[src/rtl/dmem_arb_pkg.sv]
// Shared types for the data-memory arbiter.
// State, read-owner tag and beat size.
package dmem_arb_pkg;
  typedef enum logic [1:0] {
    IDLE,
    CPU_RD,
    ACC_BURST
  } arb_state_t;

  typedef enum logic [1:0] {
    OWN_NONE,
    OWN_CPU,
    OWN_ACC
  } rd_owner_t;

  localparam int BEAT_BYTES = 4;
endpackage

[src/rtl/dmem_arbiter_if.sv]
// CPU, accelerator and memory bus bundle.
// slave = arbiter view, master = environment view.
interface dmem_arbiter_if #(
  parameter int ADDR_W = 32,
  parameter int DATA_W = 32,
  parameter int LEN_W  = 5
) ();
  logic              cpu_req;
  logic              cpu_we;
  logic [ADDR_W-1:0] cpu_addr;
  logic [DATA_W-1:0] cpu_wdata;
  logic [DATA_W/8-1:0] cpu_wmask;
  logic [DATA_W-1:0] cpu_rdata;
  logic              cpu_valid;
  logic              cpu_stall;

  logic              acc_req;
  logic              acc_we;
  logic [ADDR_W-1:0] acc_addr;
  logic [LEN_W-1:0]  acc_len;
  logic              acc_gnt;
  logic              acc_beat;
  logic [DATA_W-1:0] acc_wdata;
  logic              acc_rvalid;
  logic [DATA_W-1:0] acc_rdata;
  logic              acc_done;

  logic              mem_en;
  logic              mem_we;
  logic [ADDR_W-1:0] mem_addr;
  logic [DATA_W-1:0] mem_wdata;
  logic [DATA_W/8-1:0] mem_wmask;
  logic [DATA_W-1:0] mem_rdata;

  modport slave (
    input  cpu_req, cpu_we, cpu_addr,
    input  cpu_wdata, cpu_wmask,
    output cpu_rdata, cpu_valid, cpu_stall,
    input  acc_req, acc_we, acc_addr,
    input  acc_len, acc_wdata,
    output acc_gnt, acc_beat, acc_rvalid,
    output acc_rdata, acc_done,
    output mem_en, mem_we, mem_addr,
    output mem_wdata, mem_wmask,
    input  mem_rdata
  );

  modport master (
    output cpu_req, cpu_we, cpu_addr,
    output cpu_wdata, cpu_wmask,
    input  cpu_rdata, cpu_valid, cpu_stall,
    output acc_req, acc_we, acc_addr,
    output acc_len, acc_wdata,
    input  acc_gnt, acc_beat, acc_rvalid,
    input  acc_rdata, acc_done,
    input  mem_en, mem_we, mem_addr,
    input  mem_wdata, mem_wmask,
    output mem_rdata
  );
endinterface

[src/rtl/burst_addr_gen.sv]
// Accelerator burst address generator.
// Beat 0 goes out on grant; this tracks beats 1..len-1.
module burst_addr_gen
  import dmem_arb_pkg::*;
#(
  parameter int ADDR_W = 32,
  parameter int LEN_W  = 5
) (
  input  logic              clk,
  input  logic              reset,
  input  logic              load_i,
  input  logic              adv_i,
  input  logic [ADDR_W-1:0] base_i,
  input  logic [LEN_W-1:0]  len_i,
  output logic [ADDR_W-1:0] addr_o,
  output logic [LEN_W-1:0]  idx_o,
  output logic              last_o
);
  logic [ADDR_W-1:0] base_q, base_d;
  logic [LEN_W-1:0]  len_q, len_d;
  logic [LEN_W-1:0]  idx_q, idx_d;

  // Latch the burst on grant, step the index per beat.
  always_comb begin
    base_d = base_q;
    len_d  = len_q;
    idx_d  = idx_q;
    if (load_i) begin
      base_d = base_i;
      len_d  = len_i;
      idx_d  = LEN_W'(1);
    end else if (adv_i) begin
      idx_d = idx_q + LEN_W'(1);
    end
  end

  // Burst registers.
  always_ff @(posedge clk) begin
    if (reset) begin
      base_q <= '0;
      len_q  <= '0;
      idx_q  <= '0;
    end else begin
      base_q <= base_d;
      len_q  <= len_d;
      idx_q  <= idx_d;
    end
  end

  assign addr_o = base_q +
    ADDR_W'(idx_q) * ADDR_W'(BEAT_BYTES);
  assign idx_o  = idx_q;
  assign last_o = (idx_q == len_q - LEN_W'(1));
endmodule

[src/rtl/dmem_arbiter.sv]
// Data-memory arbiter: CPU load/store vs GEMM bursts.
// CPU first, unless the accelerator has starved.
module dmem_arbiter
  import dmem_arb_pkg::*;
#(
  parameter int ADDR_W     = 32,
  parameter int DATA_W     = 32,
  parameter int MAX_BURST  = 16,
  parameter int STARVE_LIM = 8
) (
  input logic       clk,
  input logic       reset,
  dmem_arbiter_if.slave bus
);
  localparam int LEN_W  = $clog2(MAX_BURST) + 1;
  localparam int CNT_W  = $clog2(STARVE_LIM + 1);
  localparam int MASK_W = DATA_W / 8;

  arb_state_t        state_q, state_d;
  rd_owner_t         own_q, own_d;
  logic [CNT_W-1:0]  starve_q, starve_d;
  logic              done_q, done_d;
  logic              we_q;

  logic [ADDR_W-1:0] gen_addr;
  logic [LEN_W-1:0]  beat_idx;
  logic              last_beat;
  logic [LEN_W-1:0]  len_c;
  logic starved, idle, cpu_win, acc_win;
  logic beat0, burst_beat, burst_end, cpu_rd;

  assign starved    = (starve_q >= CNT_W'(STARVE_LIM));
  assign idle       = !reset && (state_q == IDLE);
  assign cpu_win    = idle && bus.cpu_req &&
                      !(bus.acc_req && starved);
  assign acc_win    = idle && bus.acc_req && !cpu_win;
  assign len_c      = (bus.acc_len > LEN_W'(MAX_BURST)) ?
                      LEN_W'(MAX_BURST) : bus.acc_len;
  assign beat0      = acc_win && (len_c != '0);
  assign burst_beat = !reset && (state_q == ACC_BURST);
  assign burst_end  = (acc_win && len_c <= LEN_W'(1)) ||
                      (burst_beat && last_beat);
  assign cpu_rd     = !reset && (state_q == CPU_RD);

  burst_addr_gen #(
    .ADDR_W(ADDR_W),
    .LEN_W (LEN_W)
  ) u_gen (
    .clk   (clk),
    .reset (reset),
    .load_i(acc_win),
    .adv_i (burst_beat),
    .base_i(bus.acc_addr),
    .len_i (len_c),
    .addr_o(gen_addr),
    .idx_o (beat_idx),
    .last_o(last_beat)
  );

  // Next state, owner tag, done pulse and starve count.
  always_comb begin
    state_d = state_q;
    unique case (state_q)
      IDLE: begin
        if (cpu_win && !bus.cpu_we)
          state_d = CPU_RD;
        else if (acc_win && len_c > LEN_W'(1))
          state_d = ACC_BURST;
      end
      CPU_RD:    state_d = IDLE;
      ACC_BURST: if (last_beat) state_d = IDLE;
      default:   state_d = IDLE;
    endcase
    own_d = OWN_NONE;
    if (cpu_win && !bus.cpu_we)
      own_d = OWN_CPU;
    else if (beat0 && !bus.acc_we)
      own_d = OWN_ACC;
    else if (burst_beat && !we_q)
      own_d = OWN_ACC;
    done_d   = burst_end;
    starve_d = starve_q;
    if (acc_win)
      starve_d = '0;
    else if (bus.acc_req && !starved)
      starve_d = starve_q + CNT_W'(1);
  end

  // FSM and response-steering registers.
  always_ff @(posedge clk) begin
    if (reset) begin
      state_q  <= IDLE;
      own_q    <= OWN_NONE;
      starve_q <= '0;
      done_q   <= 1'b0;
      we_q     <= 1'b0;
    end else begin
      state_q  <= state_d;
      own_q    <= own_d;
      starve_q <= starve_d;
      done_q   <= done_d;
      if (acc_win) we_q <= bus.acc_we;
    end
  end

  // Memory port mux.
  always_comb begin
    bus.mem_en    = 1'b0;
    bus.mem_we    = 1'b0;
    bus.mem_addr  = '0;
    bus.mem_wdata = '0;
    bus.mem_wmask = '0;
    unique case (1'b1)
      cpu_win: begin
        bus.mem_en    = 1'b1;
        bus.mem_we    = bus.cpu_we;
        bus.mem_addr  = bus.cpu_addr;
        bus.mem_wdata = bus.cpu_wdata;
        bus.mem_wmask = bus.cpu_we ?
                        bus.cpu_wmask : '0;
      end
      beat0: begin
        bus.mem_en    = 1'b1;
        bus.mem_we    = bus.acc_we;
        bus.mem_addr  = bus.acc_addr;
        bus.mem_wdata = bus.acc_wdata;
        bus.mem_wmask = {MASK_W{1'b1}};
      end
      burst_beat: begin
        bus.mem_en    = 1'b1;
        bus.mem_we    = we_q;
        bus.mem_addr  = gen_addr;
        bus.mem_wdata = bus.acc_wdata;
        bus.mem_wmask = {MASK_W{1'b1}};
      end
      default: ;
    endcase
  end

  assign bus.cpu_valid  = (cpu_win && bus.cpu_we) || cpu_rd;
  assign bus.cpu_rdata  = (cpu_rd && own_q == OWN_CPU) ?
                          bus.mem_rdata : '0;
  assign bus.cpu_stall  = bus.cpu_req && !bus.cpu_valid &&
                          !reset;
  assign bus.acc_gnt    = acc_win;
  assign bus.acc_beat   = beat0 || burst_beat;
  assign bus.acc_rvalid = !reset && (own_q == OWN_ACC);
  assign bus.acc_rdata  = bus.acc_rvalid ?
                          bus.mem_rdata : '0;
  assign bus.acc_done   = !reset && done_q;

  a_burst_idx: assert property (
    @(posedge clk) disable iff (reset)
    (state_q == ACC_BURST) |-> (beat_idx != '0));
endmodule
[src/flat_wrapper.sv]
// flat-port wrapper written by rule: the top's interface ports become plain ports
module dmem_arbiter_flat import dmem_arb_pkg::*;
#(
  parameter int ADDR_W     = 32,
  parameter int DATA_W     = 32,
  parameter int MAX_BURST  = 16,
  parameter int STARVE_LIM = 8
)
  (clk, reset, bus_cpu_req, bus_cpu_we, bus_cpu_addr, bus_cpu_wdata, bus_cpu_wmask, bus_cpu_rdata, bus_cpu_valid, bus_cpu_stall, bus_acc_req, bus_acc_we, bus_acc_addr, bus_acc_len, bus_acc_wdata, bus_acc_gnt, bus_acc_beat, bus_acc_rvalid, bus_acc_rdata, bus_acc_done, bus_mem_en, bus_mem_we, bus_mem_addr, bus_mem_wdata, bus_mem_wmask, bus_mem_rdata);
  dmem_arbiter_if #(.ADDR_W(ADDR_W), .DATA_W(DATA_W)) bus_i ();
  input logic clk;
  input logic reset;
  input wire logic [$bits(bus_i.cpu_req)-1:0] bus_cpu_req;
  input wire logic [$bits(bus_i.cpu_we)-1:0] bus_cpu_we;
  input wire logic [$bits(bus_i.cpu_addr)-1:0] bus_cpu_addr;
  input wire logic [$bits(bus_i.cpu_wdata)-1:0] bus_cpu_wdata;
  input wire logic [$bits(bus_i.cpu_wmask)-1:0] bus_cpu_wmask;
  output wire logic [$bits(bus_i.cpu_rdata)-1:0] bus_cpu_rdata;
  output wire logic [$bits(bus_i.cpu_valid)-1:0] bus_cpu_valid;
  output wire logic [$bits(bus_i.cpu_stall)-1:0] bus_cpu_stall;
  input wire logic [$bits(bus_i.acc_req)-1:0] bus_acc_req;
  input wire logic [$bits(bus_i.acc_we)-1:0] bus_acc_we;
  input wire logic [$bits(bus_i.acc_addr)-1:0] bus_acc_addr;
  input wire logic [$bits(bus_i.acc_len)-1:0] bus_acc_len;
  input wire logic [$bits(bus_i.acc_wdata)-1:0] bus_acc_wdata;
  output wire logic [$bits(bus_i.acc_gnt)-1:0] bus_acc_gnt;
  output wire logic [$bits(bus_i.acc_beat)-1:0] bus_acc_beat;
  output wire logic [$bits(bus_i.acc_rvalid)-1:0] bus_acc_rvalid;
  output wire logic [$bits(bus_i.acc_rdata)-1:0] bus_acc_rdata;
  output wire logic [$bits(bus_i.acc_done)-1:0] bus_acc_done;
  output wire logic [$bits(bus_i.mem_en)-1:0] bus_mem_en;
  output wire logic [$bits(bus_i.mem_we)-1:0] bus_mem_we;
  output wire logic [$bits(bus_i.mem_addr)-1:0] bus_mem_addr;
  output wire logic [$bits(bus_i.mem_wdata)-1:0] bus_mem_wdata;
  output wire logic [$bits(bus_i.mem_wmask)-1:0] bus_mem_wmask;
  input wire logic [$bits(bus_i.mem_rdata)-1:0] bus_mem_rdata;
  assign bus_i.cpu_req = bus_cpu_req;
  assign bus_i.cpu_we = bus_cpu_we;
  assign bus_i.cpu_addr = bus_cpu_addr;
  assign bus_i.cpu_wdata = bus_cpu_wdata;
  assign bus_i.cpu_wmask = bus_cpu_wmask;
  assign bus_cpu_rdata = bus_i.cpu_rdata;
  assign bus_cpu_valid = bus_i.cpu_valid;
  assign bus_cpu_stall = bus_i.cpu_stall;
  assign bus_i.acc_req = bus_acc_req;
  assign bus_i.acc_we = bus_acc_we;
  assign bus_i.acc_addr = bus_acc_addr;
  assign bus_i.acc_len = bus_acc_len;
  assign bus_i.acc_wdata = bus_acc_wdata;
  assign bus_acc_gnt = bus_i.acc_gnt;
  assign bus_acc_beat = bus_i.acc_beat;
  assign bus_acc_rvalid = bus_i.acc_rvalid;
  assign bus_acc_rdata = bus_i.acc_rdata;
  assign bus_acc_done = bus_i.acc_done;
  assign bus_mem_en = bus_i.mem_en;
  assign bus_mem_we = bus_i.mem_we;
  assign bus_mem_addr = bus_i.mem_addr;
  assign bus_mem_wdata = bus_i.mem_wdata;
  assign bus_mem_wmask = bus_i.mem_wmask;
  assign bus_i.mem_rdata = bus_mem_rdata;
  dmem_arbiter #(.ADDR_W(ADDR_W), .DATA_W(DATA_W), .MAX_BURST(MAX_BURST), .STARVE_LIM(STARVE_LIM)) u_core (.clk(clk), .reset(reset), .bus(bus_i));
endmodule
[config.mk]
export PLATFORM = sky130hd
export DESIGN_NAME = dmem_arbiter_flat
export DESIGN_NICKNAME = d
export VERILOG_FILES = /design/src/rtl/dmem_arb_pkg.sv /design/src/rtl/dmem_arbiter_if.sv /design/src/rtl/burst_addr_gen.sv /design/src/rtl/dmem_arbiter.sv /design/src/flat_wrapper.sv
export SDC_FILE = /design/constraint.sdc
export NUM_CORES = 1
export LEC_CHECK = 0
export BUFFER_PORTS_ARGS = -buffer_cell sky130_fd_sc_hd__buf_2
export CAP_MARGIN = 25
export CORE_AREA = 5 5 120 122
export CTS_CLUSTER_SIZE = 8
export DETAILED_ROUTE_END_ITERATION = 16
export DIE_AREA = 0 0 125 127
export GPL_TIMING_DRIVEN = 0
export PLACE_DENSITY = 0.76
export SLEW_MARGIN = 20
export SYNTH_ARGS = -nofsm -noshare
export SYNTH_HDL_FRONTEND = slang
export SYNTH_HIERARCHICAL = 1
export SYNTH_SLANG_ARGS = --single-unit
[constraint.sdc]
create_clock -name clk -period 2.05 [get_ports clk]
set_clock_uncertainty 0.1 [all_clocks]
set_input_delay 0.1025 -clock clk [delete_from_list [all_inputs] [get_ports clk]]
set_output_delay 0.1025 -clock clk [all_outputs]
set_load 0.02 [all_outputs]
==> results of run 1 <==
## worst max-delay path by stage
stage,start,end,cells after the start
after floorplan,u_core/u_gen/idx_o[0],bus_mem_addr[18],10
after global placement,u_core/u_gen/idx_o[3],bus_mem_addr[31],9
after detailed placement,u_core/u_gen/idx_o[3],bus_mem_addr[31],9
after CTS,u_core/u_gen/base_q[2],bus_mem_addr[30],11
after global routing,u_core/u_gen/base_q[3],bus_mem_addr[31],9
final,u_core/u_gen/idx_o[0],bus_mem_addr[12],11
## layout by cell type (no fill, tap or decap), types with 6 or more instances in the layout
cell / n
a32oi_1: 60
and2_1: 42
and2_4: 22
buf_12: 7
buf_2: 229
buf_4: 57
buf_6: 85
buf_8: 13
clkbuf_1: 11
clkbuf_16: 7
clkbuf_2: 9
dfxtp_1: 38
dfxtp_2: 8
dfxtp_4: 6
dlygate4sd3_1: 30
inv_1: 75
mux2i_1: 37
nand2_1: 6
nand3_1: 8
nand3_2: 6
nand4_1: 14
nor2_1: 46
nor2b_1: 7
nor3_1: 10
o211ai_1: 8
o21ai_1: 18
o21ai_2: 35
o21ai_4: 12
xnor2_1: 26
xor2_1: 9
## worst reg2reg max path: stages, from the launching register on
cell and delay [ns]:
dfxtp_4 0.37, nor3_4 0.21, buf_6 0.14, buf_6 0.15, nand3_1 0.12, inv_2 0.10, buf_6 0.17, buf_8 0.18
mux2i_2 0.23, nor2_1 0.05
## registers in the layout, summed over array words and instances (netlist names)
register and cells:
u_core/done_q 1, u_core/own_q 2, u_core/starve_q 4, u_core/state_q 2, u_core/u_gen/base_q 32, u_core/u_gen/idx_o 5, u_core/u_gen/len_q 5, u_core/we_q 1
## Yosys cell counts (3+ instances only)
library cell  number  area [um2]
ha_1               9       112.6
nor2_1            46       172.7
o21ai_1            9       45.04
nand2_1           10       37.54
mux2i_1           39       390.4
nand4_1           14       87.58
and3_1             5       31.28
o21ai_0           59       295.3
o2111ai_1          3       26.28
and2_1            64       400.4
xnor2_1           30       262.8
buf_2             14       70.07
nand2b_1           3       18.77
inv_1             77       289.0
o211ai_1           8       60.06
buf_4              9       67.56
clkbuf_2           8       40.04
a21oi_1            4       20.02
dfxtp_1           52        1041
nor3_1            11       55.05
nand3_1           14       70.07
clkbuf_1          24       90.09
xor2_1             9       78.83
nor2b_1            8       50.05
a32oi_1           64       560.5
## power breakdown
group	leakage, nW	internal, mW	total (mW)	switching [mW]
Combinational	3.71	0.608	1.31	0.699
Clock	0.0702	0.456	0.872	0.416
Sequential	0.430	1.04	1.08	0.0456
## area by class of cell
type                       count  area share, %
multi-input combinational    440          42.06
timing repair buffer         393          32.53
sequential                    52          12.13
buffer                        54          5.600
inverter                      78          3.394
tap                          176          2.489
clock buffer                   5          1.414
clock inverter                 3         0.2404
antenna                        5         0.1414
## per-stage QoR
| stage | power, mW | setup TNS, ns |
|---|---|---|
| floorplan | 1.592 | -0.01977 |
| global placement | 2.012 | -23.42 |
| detailed placement | 2.024 | -24.71 |
| CTS | 3.062 | -10.73 |
| global route | 3.398 | -16.50 |
| finish | 3.263 | -12.18 |
## layer usage
metal | wire length (um) | vias up | track usage (%)
li1 | - | 3023 | -
met1 | 9095 | 3217 | 31.27
met2 | 13500 | 457 | 51.95
met3 | 2209 | 106 | 6.302
met4 | 1236 | 4 | 11.99
met5 | 27 | - | 0
## cells by family (layout without fill, tap and decap cells)
family	after synthesis	count (layout)	share of synthesized area, %
fa+ha+maj	10	10	2.815
other cells	0	5	0
xor+xnor	39	39	7.249
buf+inv	135	533	12.37
compound gates	160	161	24.14
flops	52	52	22.09
simple gates	191	191	23.05
mux	39	39	8.285
## repair_timing
action / 4_1_cts / 5_1_grt
setup endpoints to repair: 176 / 146
pin swaps: 64 / 34
gates resized for setup: 248 / 198
setup buffers: 28 / 16
hold endpoints to repair: 32 / 0
gates cloned: 11 / 2
hold buffers: 30 / 0
==> results.yml, run 1 <==
final_layout:
  finalNonFillerCells: 1206
  final_area_um2: 8847
  syn_to_final_growth_pct: 87.76
  multi_input_comb_area_um2: 3721
  post-route-util_pct: 67.61
  fillers: 956
  ff_latch_area_um2: 1074
  finalNetCount: 1209
  drive_gt1_share_pct: 53.76
setup_path:
  critical_path_class: "reg2out"
  worstSetupStartpointType: "flip-flop"
  ff2ff_setup_slack_ns: 0.10
  cp_data_required_time_ns: 1.85
  r2r_start: "u_core/state_q[0]"
  cp.arrival_ns: 2.46
  crit_path_end_kind: "primary output"
  crit_fanout: 5
  max_stage_delay_ns: 0.36
  cp_slowest_cell: "dfxtp_4"
  r2r_end: "u_core/u_gen/base_q[24]"
  crit_top_cell: "buf_6"
  reg2reg_depth: 9
  crit_family: "compound AO/OA/AOI/OAI gates"
  critPathBufInv: 3
  path_cells: "ha_4 > inv_2 > fa_2 > nor2b_4 > o31a_4 > buf_6 > o211ai_1 > xnor2_1 > a32oi_1 > o21ai_2 > buf_6"
routing:
  drt_pass1_iterations: 5
  vias: 6807
  wl_um: 26070
  drc: 0
  wire_per_inst_um: 21.61
  viasPerCell: 5.644
  drtIter0Drc: 556
  ant_nets: 0
clocking:
  cts_buffer_depth: 2
  clkTransAtPathRegs_ns: 0.08
  insertion_delay_ns: 0.30
  cts_tree: "yes"
  cts_num_sinks: 52
  cts_root_buf: "clkbuf_16"
  cts.htree.levels: 2
  cts_buffers: 5
place:
  dp_cells: 1115
  gp_congestion: 0.9874
  dp_hpwl_um: 17340
  pre_cts_ws_ns: -0.5548
  io_buffers: 313
  placed_cell_area_um2: 6563
sta:
  final-hold-violation-count: 0
  whs_ns: 0.003536
  drv_slew: 0
  rsz0062_at_grt: "true"
  finalSetupViolCount: 32
  max_slew_margin_pct: 57.44
  tightest_slew_ns: 0.6384
  final.min_clock_period_ns: 2.658
  period_share_pct: 129.7
  setup_ws_ns: -0.6080
  clock.fmax_mhz: 376.2
synthesis:
  yosysWarnings: 6
  syn-instance-count: 626
  synth_nets: 811
  yosys.cell_types.count: 51
  synth_area_per_cell_um2: 7.527
  yosysSeqAreaShare_pct: 22.09
  ys_ff_latch: 52
  dominantRegCellSynth: "dfxtp_1"
  synth_edf_count: 0
  synthArstFlopShare_pct: 0
  syn_area_um2: 4712
outcome:
  violations: "negative setup slack"
  outcome: "finished, violations left"
power_and_ir_drop:
  leakage_nw: 4.208
  power.density_nw_per_um2: 368.8
  irDropWorstVdd_mv: 0.3302
die:
  die_area_um2: 15880
  boundaryPins: 315
  initial_core_util_pct: 36.01
  core_area_um2: 13090
  rows: 42
  die_w_um: 125
  die_h_um: 127
grt:
  grt_max_degree: 18
  antenna_found_initial: 6
  overflow: 0
  grt_first_pass_wirelength_um: 36160
  grt_pass1_vias: 6514
  grt.total_usage_pct: 28.20
min_path:
  min_path_cells: 3
  hold_start: "bus_acc_addr[13]"
  min_path_type: "in2reg"
  whs_endpoint: "u_core/u_gen/base_q[13]"
job:
  drv_cap: 0
Note: power is estimated with default switching activity, not from simulation.
==> inputs of run 2 (changes only) <==
--- a/config.mk
+++ b/config.mk
@@ -12,6 +12,7 @@
 export DETAILED_ROUTE_END_ITERATION = 16
 export DIE_AREA = 0 0 125 127
 export GPL_TIMING_DRIVEN = 0
+export MAX_ROUTING_LAYER = met4
 export PLACE_DENSITY = 0.76
 export SLEW_MARGIN = 20
 export SYNTH_ARGS = -nofsm -noshare
==> results.yml, run 2 (synthesis gave the netlist of run 1 again) <==
power_and_ir_drop:
  intPower_mw: 2.126
  power_mw: 3.312
  power_frac_seq_pct: 32.7
  p_clk_share_pct: 26.7
  switching_power_mw: 1.186
  leakage_nw: 4.357
  switching_share_pct: 35.81
  pwr-share-comb_pct: 40.7
  power.density_nw_per_um2: 363.6
  irDropWorstVdd_mv: 0.3640
sta:
  setup_ws_ns: -0.5844
  final-hold-violation-count: 0
  drv_slew: 0
  max_slew_margin_pct: 53.42
  tightest_slew_ns: 0.6987
  clock.fmax_mhz: 379.6
  rsz0062_at_grt: "true"
  final.min_clock_period_ns: 2.634
  finalSetupViolCount: 67
  setup-tns-final_ns: -13.20
  period_share_pct: 128.5
final_layout:
  syn_to_final_growth_pct: 93.31
  fillers: 971
  regMostFlops: "u_core/u_gen/base_q"
  mostFrequentLayoutCells: "221 x buf_2, 94 x buf_6, 75 x inv_1"
  drive_gt1_share_pct: 55.64
  final_common_cell: "buf_2"
  finalNetCount: 1221
  largest_reg_flops: 32
grt:
  grt_first_pass_wirelength_um: 35030
  grt_max_degree: 19
  antenna_found_initial: 2
  overflow: 0
  grt.total_usage_pct: 28.25
  grt_pass1_vias: 6295
die:
  boundaryPins: 315
  die_area_um2: 15880
  rows: 42
  initial_core_util_pct: 36.01
  die_w_um: 125
  core_area_um2: 13090
  die_h_um: 127
routing:
  drt_pass1_iterations: 7
  drtIter0Drc: 613
  wire_per_inst_um: 22.54
  wl_um: 27410
  viasPerCell: 5.665
  ant_nets: 0
  drc: 0
  vias: 6889
job:
  drv_cap: 0
setup_path:
  crit_family: "compound AO/OA/AOI/OAI gates"
  cp_data_required_time_ns: 1.85
  worstSetupStartpointType: "flip-flop"
  max_stage_delay_ns: 0.36
  cp_slowest_cell: "dfxtp_2"
  cp.arrival_ns: 2.43
  path_cells: "ha_4 > inv_2 > fa_2 > nor2b_2 > o31a_2 > buf_6 > o2111ai_2 > xnor2_2 > a32oi_1 > o21ai_1 > buf_4"
  crit_path_end_kind: "primary output"
  crit_fanout: 3
  critical_path_class: "reg2out"
  critPathBufInv: 3
min_path:
  min_path_type: "in2reg"
place:
  gp_congestion: 1.024
  pre_cts_ws_ns: -0.5347
  io_buffers: 313
  dp_hpwl_um: 17230
clocking:
  cts_root_buf: "clkbuf_16"
  cts_buffers: 5
  cts_tree: "yes"
  cts_num_sinks: 52
  clkTransAtPathRegs_ns: 0.08
  insertion_delay_ns: 0.30
  cts.htree.levels: 2
  cts_buffer_depth: 2
outcome:
  violations: "negative setup slack"
  outcome: "finished, violations left"
## run 2: power by group through the flow
stage                     clock [mW]  sequential, mW  combinational [mW]
final                          0.883            1.08                1.35
after global routing           0.934            1.09                1.41
after CTS                      0.895            1.07                1.08
after detailed placement           0            1.10               0.919
after global placement             0            1.10               0.912
after floorplan                    0            1.09               0.498
## run 2: what timing repair did
item / CTS / global route
setup endpoints to repair: 176 / 168
endpoints found under the hold margin: 35 / 0
gates resized for setup: 204 / 284
pin swaps: 52 / 51
gates cloned: 9 / 8
hold buffers: 33 / 0
buffers inserted: 24 / 20
## run 2: final cells by class
| type | instances | area, um2 | share of cell area [%] |
|---|---|---|---|
| antenna | 3 | 7.507 | 0.08242 |
| timing repair buffer | 406 | 3094 | 33.97 |
| tap | 176 | 220.2 | 2.418 |
| multi-input combinational | 440 | 3745 | 41.11 |
| clock inverter | 3 | 26.28 | 0.2885 |
| clock buffer | 5 | 125.1 | 1.374 |
| inverter | 78 | 305.3 | 3.352 |
| sequential | 52 | 1094 | 12.01 |
| buffer | 53 | 491.7 | 5.398 |
## run 2: routing by layer
metal	vias to the layer above	GRT usage (%)	routed length, um
li1	3049	-	-
met1	3204	31.37	9595
met2	503	50.71	14060
met3	133	5.968	2337
met4	0	9.247	1423
met5	-	-	0
## run 2: final timing paths
path	startpoint	to	slack [ns]	depth (start not counted)
setup / recovery	u_core/u_gen/base_q[2]	bus_mem_addr[28]	-0.58	11
hold / removal	bus_acc_addr[27]	u_core/u_gen/base_q[27]	0.07	3
setup reg to reg	u_core/state_q[0]	u_core/u_gen/base_q[15]	0.06	8
hold reg to reg	u_core/we_q	u_core/own_q[1]	0.39	1
## run 2: per-stage QoR
| stage | std cells | hold slack [ns] | util [%] | instance area (um2) |
|---|---|---|---|---|
| detailed placement | 1115 | 0.2207 | 50.15 | 6563 |
| finish | 1216 | 0.06549 | 69.61 | 9109 |
| floorplan | 626 | 0.07488 | - | 4776 |
| global route | 1215 | 0.04318 | 69.59 | 9106 |
| CTS | 1188 | 0.02000 | 60.96 | 7976 |
| global placement | 1115 | 0.2259 | 50.15 | 6563 |
## run 2: worst register-to-register path, stage by stage (launching register included)
cell and delay, ns:
dfxtp_4 0.36, nor3_4 0.33, buf_6 0.18, buf_4 0.11, nand3_2 0.10, clkinv_4 0.15
buf_6 0.20, mux2i_1 0.27, nor2_1 0.07
==> inputs of run 3 (changes only) <==
--- a/config.mk
+++ b/config.mk
@@ -7,13 +7,14 @@
 export LEC_CHECK = 0
 export BUFFER_PORTS_ARGS = -buffer_cell sky130_fd_sc_hd__buf_2
 export CAP_MARGIN = 25
-export CORE_AREA = 5 5 120 122
+export CORE_MARGIN = 5
+export CORE_UTILIZATION = 35
+export CTS_CLUSTER_DIAMETER = 50
 export CTS_CLUSTER_SIZE = 8
 export DETAILED_ROUTE_END_ITERATION = 16
-export DIE_AREA = 0 0 125 127
 export GPL_TIMING_DRIVEN = 0
 export MAX_ROUTING_LAYER = met4
-export PLACE_DENSITY = 0.76
+export PLACE_DENSITY = 0.75
 export SLEW_MARGIN = 20
 export SYNTH_ARGS = -nofsm -noshare
 export SYNTH_HDL_FRONTEND = slang
==> results.yml, run 3 (synthesis gave the netlist of run 1 again) <==
final_layout:
  finalNonFillerCells: 1202
  regMostFlops: "u_core/u_gen/base_q"
  drive_gt1_share_pct: 51.72
  largest_reg_flops: 32
  post-route-util_pct: 64.71
  finalNetCount: 1203
  final_common_cell: "buf_2"
  syn_to_final_growth_pct: 81.86
  final_area_um2: 8569
  mostFrequentLayoutCells: "228 x buf_2, 77 x buf_6, 75 x inv_1"
sta:
  whs_ns: 0.004175
  final-hold-violation-count: 0
  tightest_slew_ns: 0.5867
  clock.fmax_mhz: 382.5
  setup_ws_ns: -0.5647
  period_share_pct: 127.5
  max_slew_margin_pct: 60.89
  final.min_clock_period_ns: 2.615
  rsz0062_at_grt: "true"
  drv_slew: 0
  finalSetupViolCount: 44
  setup-tns-final_ns: -12.19
clocking:
  cts.htree.levels: 2
  insertion_delay_ns: 0.30
  cts_buffer_depth: 2
  cts_buffers: 5
  clkTransAtPathRegs_ns: 0.08
  cts_tree: "yes"
  cts_root_buf: "clkbuf_16"
  cts_num_sinks: 52
routing:
  drt_pass1_iterations: 7
  wl_um: 24240
  drc: 0
  wire_per_inst_um: 20.16
  viasPerCell: 5.441
  ant_nets: 0
  drtIter0Drc: 530
  vias: 6540
die:
  die_h_um: 126.0
  core_area_um2: 13240
  boundaryPins: 315
  die_area_um2: 15880
  initial_core_util_pct: 35.58
  rows: 42
  die_w_um: 126.0
setup_path:
  reg2reg_depth: 7
  cp.arrival_ns: 2.41
  r2r_end: "u_core/u_gen/base_q[28]"
  r2r_start: "u_core/state_q[1]"
  crit_fanout: 5
  cp_data_required_time_ns: 1.85
  crit_path_end_kind: "primary output"
  ff2ff_setup_slack_ns: 0.13
  worstSetupStartpointType: "flip-flop"
  critical_path_class: "reg2out"
place:
  dp_hpwl_um: 16540
  placed_cell_area_um2: 6563
  gp_congestion: 0.9496
  dp_cells: 1115
  io_buffers: 313
  pre_cts_ws_ns: -0.5335
grt:
  grt_max_degree: 17
  grt_first_pass_wirelength_um: 34380
  grt.total_usage_pct: 27.62
  overflow: 0
  antenna_found_initial: 7
  grt_pass1_vias: 6324
power_and_ir_drop:
  power_mw: 3.164
  power.density_nw_per_um2: 369.2
  irDropWorstVdd_mv: 0.2807
  leakage_nw: 4.106
min_path:
  whs_endpoint: "u_core/u_gen/base_q[15]"
  hold_start: "bus_acc_addr[15]"
  min_path_type: "in2reg"
  min_path_cells: 3
job:
  drv_cap: 0
outcome:
  violations: "negative setup slack"
  outcome: "finished, violations left"
## run 3: final cells by class
cell class	count	area, um2
multi-input combinational	439	3518
buffer	55	446.7
sequential	52	1072
antenna	7	17.52
tap	176	220.2
timing repair buffer	387	2839
fill	1060	4673
inverter	78	302.8
clock inverter	2	13.76
clock buffer	6	138.9
## run 3: worst max-delay path by stage
| stage | startpoint | end | slack, ns | cells past startpoint |
|---|---|---|---|---|
| floorplan | u_core/u_gen/idx_o[0] | bus_mem_addr[18] | -0.01 | 10 |
| global placement | u_core/u_gen/idx_o[3] | bus_mem_addr[31] | -0.54 | 9 |
| detailed placement | u_core/u_gen/idx_o[3] | bus_mem_addr[31] | -0.53 | 9 |
| CTS | u_core/u_gen/base_q[2] | bus_mem_addr[24] | -0.49 | 11 |
| global route | u_core/u_gen/idx_o[0] | bus_mem_addr[24] | -0.64 | 11 |
| finish | u_core/u_gen/idx_o[0] | bus_mem_addr[24] | -0.56 | 11 |
## run 3: power by group
part	switching [mW]	total (mW)	internal, mW
Clock	0.405	0.895	0.490
Sequential	0.0417	1.08	1.04
Combinational	0.641	1.19	0.549
Total	1.09	3.16	2.08
## run 3: per-layer routing
metal / routed length (um) / global-route usage, %
met1: 8781 / 30.84
met2: 12760 / 49.36
met3: 1851 / 4.234
met4: 847 / 10.79
met5: 0 / -
## run 3: worst max-delay path, cell delays in order, from the launching register on
cell	delay, ns
dfxtp_4	0.35
ha_4	0.15
inv_2	0.04
fa_2	0.21
nor2b_2	0.05
o31a_2	0.37
buf_6	0.15
o211ai_1	0.19
xnor2_1	0.12
a32oi_1	0.23
o21ai_2	0.11
buf_6	0.14
## run 3: timing repair
item,4_1_cts,5_1_grt
endpoints found under the setup margin,178,117
hold buffers,32,0
gates cloned,9,1
buffers inserted,22,15
resized for setup,260,130
hold endpoints to repair,34,0
pin swaps,59,23
